## src/rtl/ddr_rw_arb.sv

```systemverilog
// Arbitrates one DDR controller command port between the line read buffer and the frame write buffer.
// Reads win by default; a streak limit gives a pending write a turn. One transaction is outstanding at a time.
module ddr_rw_arb #(
    parameter int unsigned ADDR_WIDTH   = 27,
    parameter int unsigned LEN_WIDTH    = 16,
    parameter int unsigned RD_BURST_MAX = 4,
    parameter logic [15:0] TIMEOUT_CYC  = 16'd4096
) (
    input  logic                  ddr_clk,
    input  logic                  ddr_rstn,
    input  logic                  rd_req,
    input  logic [ADDR_WIDTH-1:0] rd_addr,
    input  logic [LEN_WIDTH-1:0]  rd_len,
    output logic                  rd_rrdy,
    output logic                  rd_rdone,
    input  logic                  wr_req,
    input  logic [ADDR_WIDTH-1:0] wr_addr,
    input  logic [LEN_WIDTH-1:0]  wr_len,
    output logic                  wr_rrdy,
    output logic                  wr_rdone,
    output logic                  cmd_valid,
    output logic                  cmd_write,
    output logic [ADDR_WIDTH-1:0] cmd_addr,
    output logic [LEN_WIDTH-1:0]  cmd_len,
    input  logic                  cmd_ready,
    input  logic                  cmd_done,
    output logic                  busy,
    output logic [1:0]            err_flags,
    input  logic                  clr_err
);

    localparam int unsigned STREAK_W = 4;
    localparam int unsigned TCNT_W   = 16;

    typedef enum logic [2:0] {
        IDLE     = 3'd0,
        RD_ISSUE = 3'd1,
        RD_WAIT  = 3'd2,
        WR_ISSUE = 3'd3,
        WR_WAIT  = 3'd4
    } state_t;

    state_t                state_q, state_d;
    logic                  rd_pend_q, wr_pend_q;
    logic [ADDR_WIDTH-1:0] rd_addr_q, wr_addr_q;
    logic [LEN_WIDTH-1:0]  rd_len_q, wr_len_q;
    logic [STREAK_W-1:0]   streak_q;
    logic [TCNT_W-1:0]     tcnt_q;
    logic                  done_q;

    logic done_rise_c, timeout_c, rd_accept_c, wr_accept_c, rd_ovf_c, wr_ovf_c;
    logic rd_grant_c, wr_grant_c, rd_release_c, wr_release_c, timeout_evt_c;
    logic in_wait_c, streak_full_c;
    logic [1:0] err_d;

    assign done_rise_c   = cmd_done & ~done_q;
    assign timeout_c     = (tcnt_q == TIMEOUT_CYC - 16'd1);
    assign in_wait_c     = (state_q == RD_WAIT) || (state_q == WR_WAIT);
    assign rd_accept_c   = (state_q == RD_ISSUE) & cmd_ready;
    assign wr_accept_c   = (state_q == WR_ISSUE) & cmd_ready;
    assign rd_ovf_c      = rd_req & rd_pend_q & ~rd_accept_c;
    assign wr_ovf_c      = wr_req & wr_pend_q & ~wr_accept_c;
    assign streak_full_c = (streak_q >= STREAK_W'(RD_BURST_MAX));

    // State register
    always_ff @(posedge ddr_clk or negedge ddr_rstn) begin
        if (!ddr_rstn) state_q <= IDLE;
        else           state_q <= state_d;
    end

    // Next-state and grant/release decode
    always_comb begin
        state_d       = state_q;
        rd_grant_c    = 1'b0;
        wr_grant_c    = 1'b0;
        rd_release_c  = 1'b0;
        wr_release_c  = 1'b0;
        timeout_evt_c = 1'b0;
        case (state_q)
            IDLE: begin
                if (rd_pend_q && (!wr_pend_q || !streak_full_c)) begin
                    state_d    = RD_ISSUE;
                    rd_grant_c = 1'b1;
                end else if (wr_pend_q) begin
                    state_d    = WR_ISSUE;
                    wr_grant_c = 1'b1;
                end
            end
            RD_ISSUE: if (cmd_ready) state_d = RD_WAIT;
            WR_ISSUE: if (cmd_ready) state_d = WR_WAIT;
            RD_WAIT: begin
                if (done_rise_c || timeout_c) begin
                    state_d       = IDLE;
                    rd_release_c  = 1'b1;
                    timeout_evt_c = ~done_rise_c;
                end
            end
            WR_WAIT: begin
                if (done_rise_c || timeout_c) begin
                    state_d       = IDLE;
                    wr_release_c  = 1'b1;
                    timeout_evt_c = ~done_rise_c;
                end
            end
            default: state_d = IDLE;
        endcase
    end

    // Sticky errors: clear first so a same-cycle set survives
    always_comb begin
        err_d    = clr_err ? 2'b00 : err_flags;
        err_d[0] = err_d[0] | timeout_evt_c;
        err_d[1] = err_d[1] | rd_ovf_c | wr_ovf_c;
    end

    // Request capture, streak, watchdog and done-edge tracking
    always_ff @(posedge ddr_clk or negedge ddr_rstn) begin
        if (!ddr_rstn) begin
            rd_pend_q <= 1'b0;
            wr_pend_q <= 1'b0;
            rd_addr_q <= '0;
            rd_len_q  <= '0;
            wr_addr_q <= '0;
            wr_len_q  <= '0;
            streak_q  <= '0;
            tcnt_q    <= '0;
            done_q    <= 1'b0;
        end else begin
            if (rd_req && !rd_ovf_c) begin
                rd_pend_q <= 1'b1;
                rd_addr_q <= rd_addr;
                rd_len_q  <= rd_len;
            end else if (rd_accept_c) begin
                rd_pend_q <= 1'b0;
            end
            if (wr_req && !wr_ovf_c) begin
                wr_pend_q <= 1'b1;
                wr_addr_q <= wr_addr;
                wr_len_q  <= wr_len;
            end else if (wr_accept_c) begin
                wr_pend_q <= 1'b0;
            end
            if (wr_grant_c)                        streak_q <= '0;
            else if (rd_grant_c && !streak_full_c) streak_q <= streak_q + STREAK_W'(1);
            tcnt_q <= in_wait_c ? tcnt_q + TCNT_W'(1) : '0;
            done_q <= cmd_done;
        end
    end

    // Registered outputs
    always_ff @(posedge ddr_clk or negedge ddr_rstn) begin
        if (!ddr_rstn) begin
            cmd_valid <= 1'b0;
            cmd_write <= 1'b0;
            cmd_addr  <= '0;
            cmd_len   <= '0;
            rd_rrdy   <= 1'b0;
            wr_rrdy   <= 1'b0;
            rd_rdone  <= 1'b0;
            wr_rdone  <= 1'b0;
            busy      <= 1'b0;
            err_flags <= 2'b00;
        end else begin
            cmd_valid <= (state_d == RD_ISSUE) || (state_d == WR_ISSUE);
            if (state_d == RD_ISSUE) begin
                cmd_write <= 1'b0;
                cmd_addr  <= rd_addr_q;
                cmd_len   <= rd_len_q;
            end else if (state_d == WR_ISSUE) begin
                cmd_write <= 1'b1;
                cmd_addr  <= wr_addr_q;
                cmd_len   <= wr_len_q;
            end
            rd_rrdy   <= rd_accept_c;
            wr_rrdy   <= wr_accept_c;
            rd_rdone  <= rd_release_c;
            wr_rdone  <= wr_release_c;
            busy      <= (state_d != IDLE);
            err_flags <= err_d;
        end
    end

endmodule

```

## config.mk

```make
export PLATFORM = sky130hd
export DESIGN_NAME = ddr_rw_arb
export DESIGN_NICKNAME = d
export VERILOG_FILES = /design/src/rtl/ddr_rw_arb.sv
export SDC_FILE = /design/constraint.sdc
export NUM_CORES = 1
export LEC_CHECK = 0
export CAP_MARGIN = 20
export CORE_MARGIN = 2
export CORE_UTILIZATION = 45
export DETAILED_ROUTE_END_ITERATION = 10
export PLACE_DENSITY = 0.79
export SLEW_MARGIN = 15
export SYNTH_ARGS = -nofsm -noshare
export SYNTH_HDL_FRONTEND = slang
export SYNTH_SLANG_ARGS = --single-unit
```

## constraint.sdc

```tcl
create_clock -name ddr_clk -period 2.2 [get_ports ddr_clk]
set_input_delay 0.55 -clock ddr_clk [delete_from_list [all_inputs] [get_ports ddr_clk]]
set_output_delay 0.55 -clock ddr_clk [all_outputs]
set_load 0.05 [all_outputs]
```

==> impl_metrics.csv <==
group,metric,value,unit
place,io_buffers,144,
pwr,combPwrFrac,46.4,%
critical_path,worstPathArrival,1610,ps
pwr,pwr-share-clk,19.8,%
synth,synth_top_area_share,59.9,%
synth,netlist_area,0.00685,mm2
routing,drt-initial-drc-count,197,
critical_path,end_kind,"output port",
clocking,clock_latency,420,ps
routing,firstDrtPassIters,4,
timing,worst_pin_slew,555,ps
timing,skew,10.7,ps
place,post-place-cells,846,
synth,ys_seq_area_share,59.9,%
final_layout,antenna_cells,0,
synth,ys_types,46,
die,rows,45,
grt,grt_pass1_wl,24.8,mm
critical_path,critPathBufInv,1,
final_layout,nets,772,
critical_path,critPathTopFamily,"buffers and inverters",
timing,tns,0,ps
critical_path,worstPathRequired,1650,ps
synth,synth.most_common_cell,"dfrtp_1",
die,dieWidth,127,um
die,design.core.area,0.0150,mm2
clocking,cts_setup_buffers,0,
grt,grt_max_degree,48,
critical_path,critPathMaxStageDelay,810,ps
timing,max_freq,462,MHz
synth,synth_nets,611,
clocking,cts_tree,"yes",
final_layout,syn2layout_area_growth,34.5,%
synth,synth_area_leaders,"dfrtp_1 (60%), mux2_2 (14%), mux2i_1 (6.3%), nor2_1 (3.5%), a21oi_1 (3.0%)",
pwr,p_seq_share,33.8,%
pwr,swShare,39.1,%
timing,hold_viol_final,0,
grt,grtUsageTotal,19.5,%
pwr,internal_power,9.34,mW
timing,slew_headroom,62.7,%
synth,synth_top_cell_by_area,"dfrtp_1",
routing,drt-vias-per-instance,5.14,
timing,hold_ws,12.2,ps
critical_path,crit-reg2reg-launch,"streak_q[3]",
routing,vias,4515,
synth,ys.flop_type,"dfrtp_1",
timing,fin_crit,2160,ps
final_layout,drive_gt1_share,24.3,%
clocking,cts_buffer_depth,2,
die,io_pins,145,
critical_path,cp_max_fo,2,
routing,ant_nets,0,
min_path,hold_class,"in -> async",
pwr,design_power_total,15.3,mW
clocking,cts_root_buffer,"clkbuf_16",
final_layout,final_core_util,61.3,%
critical_path,reg2regPathDepth,7,
timing,final_max_slew_viol_count,0,
clocking,cts_buffers,17,
clocking,clkTransAtPathRegs,70,ps
timing,setup_viol_count_final,0,
clocking,cts_sinks,164,
final_layout,instances_no_fill,878,
routing,wirelength,14.8,mm
status,status,"complete, no violations",
synth,avgSynthCellArea,13.3,um2
final_layout,final.fill_count,1162,
routing,wl_per_cell,16.9,um
pwr,p_sw,6.00,mW
place,dp_hpwl,10.4,mm
synth,yosys_register_bits,164,
critical_path,reg2reg_to,"cmd_addr[0]",
grt,overflow,0,
grt,grt_pass1_vias,4947,
timing,fin_crit_sh,98.3,%
flow_run,max_cap_violations,0,
synth,synth-edff-count,0,
synth,synth_common_cells,"dfrtp_1 (164), mux2_2 (86), nor2_1 (64), mux2i_1 (43), a21oi_1 (41)",
critical_path,critical_path_class,"reg -> out",
synth,async_reset_ff_share,100,%
critical_path,start_kind,"flop",
routing,drc,0,
pwr,powerDensity,1660,mW/mm2
die,initial_utilization,45.6,%
grt,antenna_found_initial,0,
critical_path,crit_chain,"clkdlybuf4s50_1",
pwr,vdd_ir_drop_max,1.02,mV
clocking,ctsHoldBuffers,0,
critical_path,r2r_slack,260,ps
die,die_area,0.0162,mm2
place,routabilityCongestion,0.834,
critical_path,slowest_stage,"clkdlybuf4s50_1",
pwr,leakage,4.07,nW
synth,synthCells,516,
clocking,htree_levels,4,
synth,synth_warnings,0,
timing,rsz0062_at_grt,"false",
die,fp.dieH,127,um
## repair_timing
item,in CTS,in global routing
pin swaps,0,0
endpoints found under the setup margin,1,9
resized for setup,1,9
cloned,0,0
## metrics by stage
| stage | instance area [um2] | setup WS [ps] |
|---|---|---|
| final | 9220 | 36.7 |
| after global routing | 9220 | 0.258 |
| after CTS | 9190 | 1.95 |
| after detailed placement | 8590 | -229 |
| after global placement | 8590 | -116 |
| after floorplan | 6850 | 350 |
## registers in the layout, summed over array words and instances, names as in the netlist, 2 cells and up
register,cells
rd_addr_q,27
cmd_len,16
err_flags,2
wr_addr_q,27
streak_q,4
state_q,3
wr_len_q,16
tcnt_q,16
cmd_addr,27
rd_len_q,16
## cell type report
type / instances / area (um2) / area share [%]
sequential: 164 / 4100 / 44.5
multi-input combinational: 317 / 2480 / 26.9
timing repair buffer: 170 / 1760 / 19.1
clock buffer: 19 / 433 / 4.70
tap: 188 / 235 / 2.55
clock inverter: 13 / 173 / 1.87
inverter: 7 / 26.3 / 0.285
## logic make-up after synthesis
group / synth area share [%]
buf+inv: 4.04
compound gates: 5.74
flops: 59.9
fa+ha+maj: 0.365
xor+xnor: 1.66
mux: 20.4
simple gates: 7.86
## worst max-delay path by stage
stage                   endpoint          from  slack [ps]  cells after the start
floorplan           cmd_addr[10]     tcnt_q[0]         350                      9
global placement    wr_len_q[10]     cmd_ready        -120                      6
detailed placement   wr_len_q[8]     cmd_ready        -230                      6
CTS                 cmd_addr[16]  cmd_addr[16]           2                      1
global route        cmd_addr[21]  cmd_addr[21]         0.3                      1
finish              cmd_addr[12]  cmd_addr[12]          40                      1
## cells in the final DEF, fill, tap and decap left out, types with 6 or more instances in the layout
cell type,Yosys,layout
dfrtp_1,164,164
inv_1,7,7
clkbuf_16,0,17
a21oi_1,41,41
nand3_1,6,6
o21ai_0,6,6
a21oi_2,11,10
nand2_1,10,9
mux2i_1,43,43
mux2_2,86,86
nor2_1,64,64
clkdlybuf4s50_1,0,130
dlymetal6s2s_1,3,9
buf_12,4,9
xor2_1,9,9
buf_4,5,20
## routing by layer
layer  GRT usage [%]  vias to the layer above  routed length [um]  part of all wire (%)
met4            5.69                        0                 234                   1.6
met1            24.4                     2262                6290                    42
li1                -                     2110                   -                     -
met2            32.3                      123                7320                    49
met3            6.91                       20                 974                   6.6
met5               0                        -                   0                     0
## power groups by stage
| stage | registers, mW | logic (mW) | clock network, mW |
|---|---|---|---|
| after detailed placement | 5.21 | 7.21 | 0 |
| final | 5.18 | 7.12 | 3.03 |
| after CTS | 5.18 | 7.23 | 3.11 |
| after global placement | 5.13 | 6.98 | 0 |
| after global routing | 5.35 | 7.66 | 3.24 |
| after floorplan | 6.53 | 3.75 | 0 |
Power figures use the tool's default switching activity.
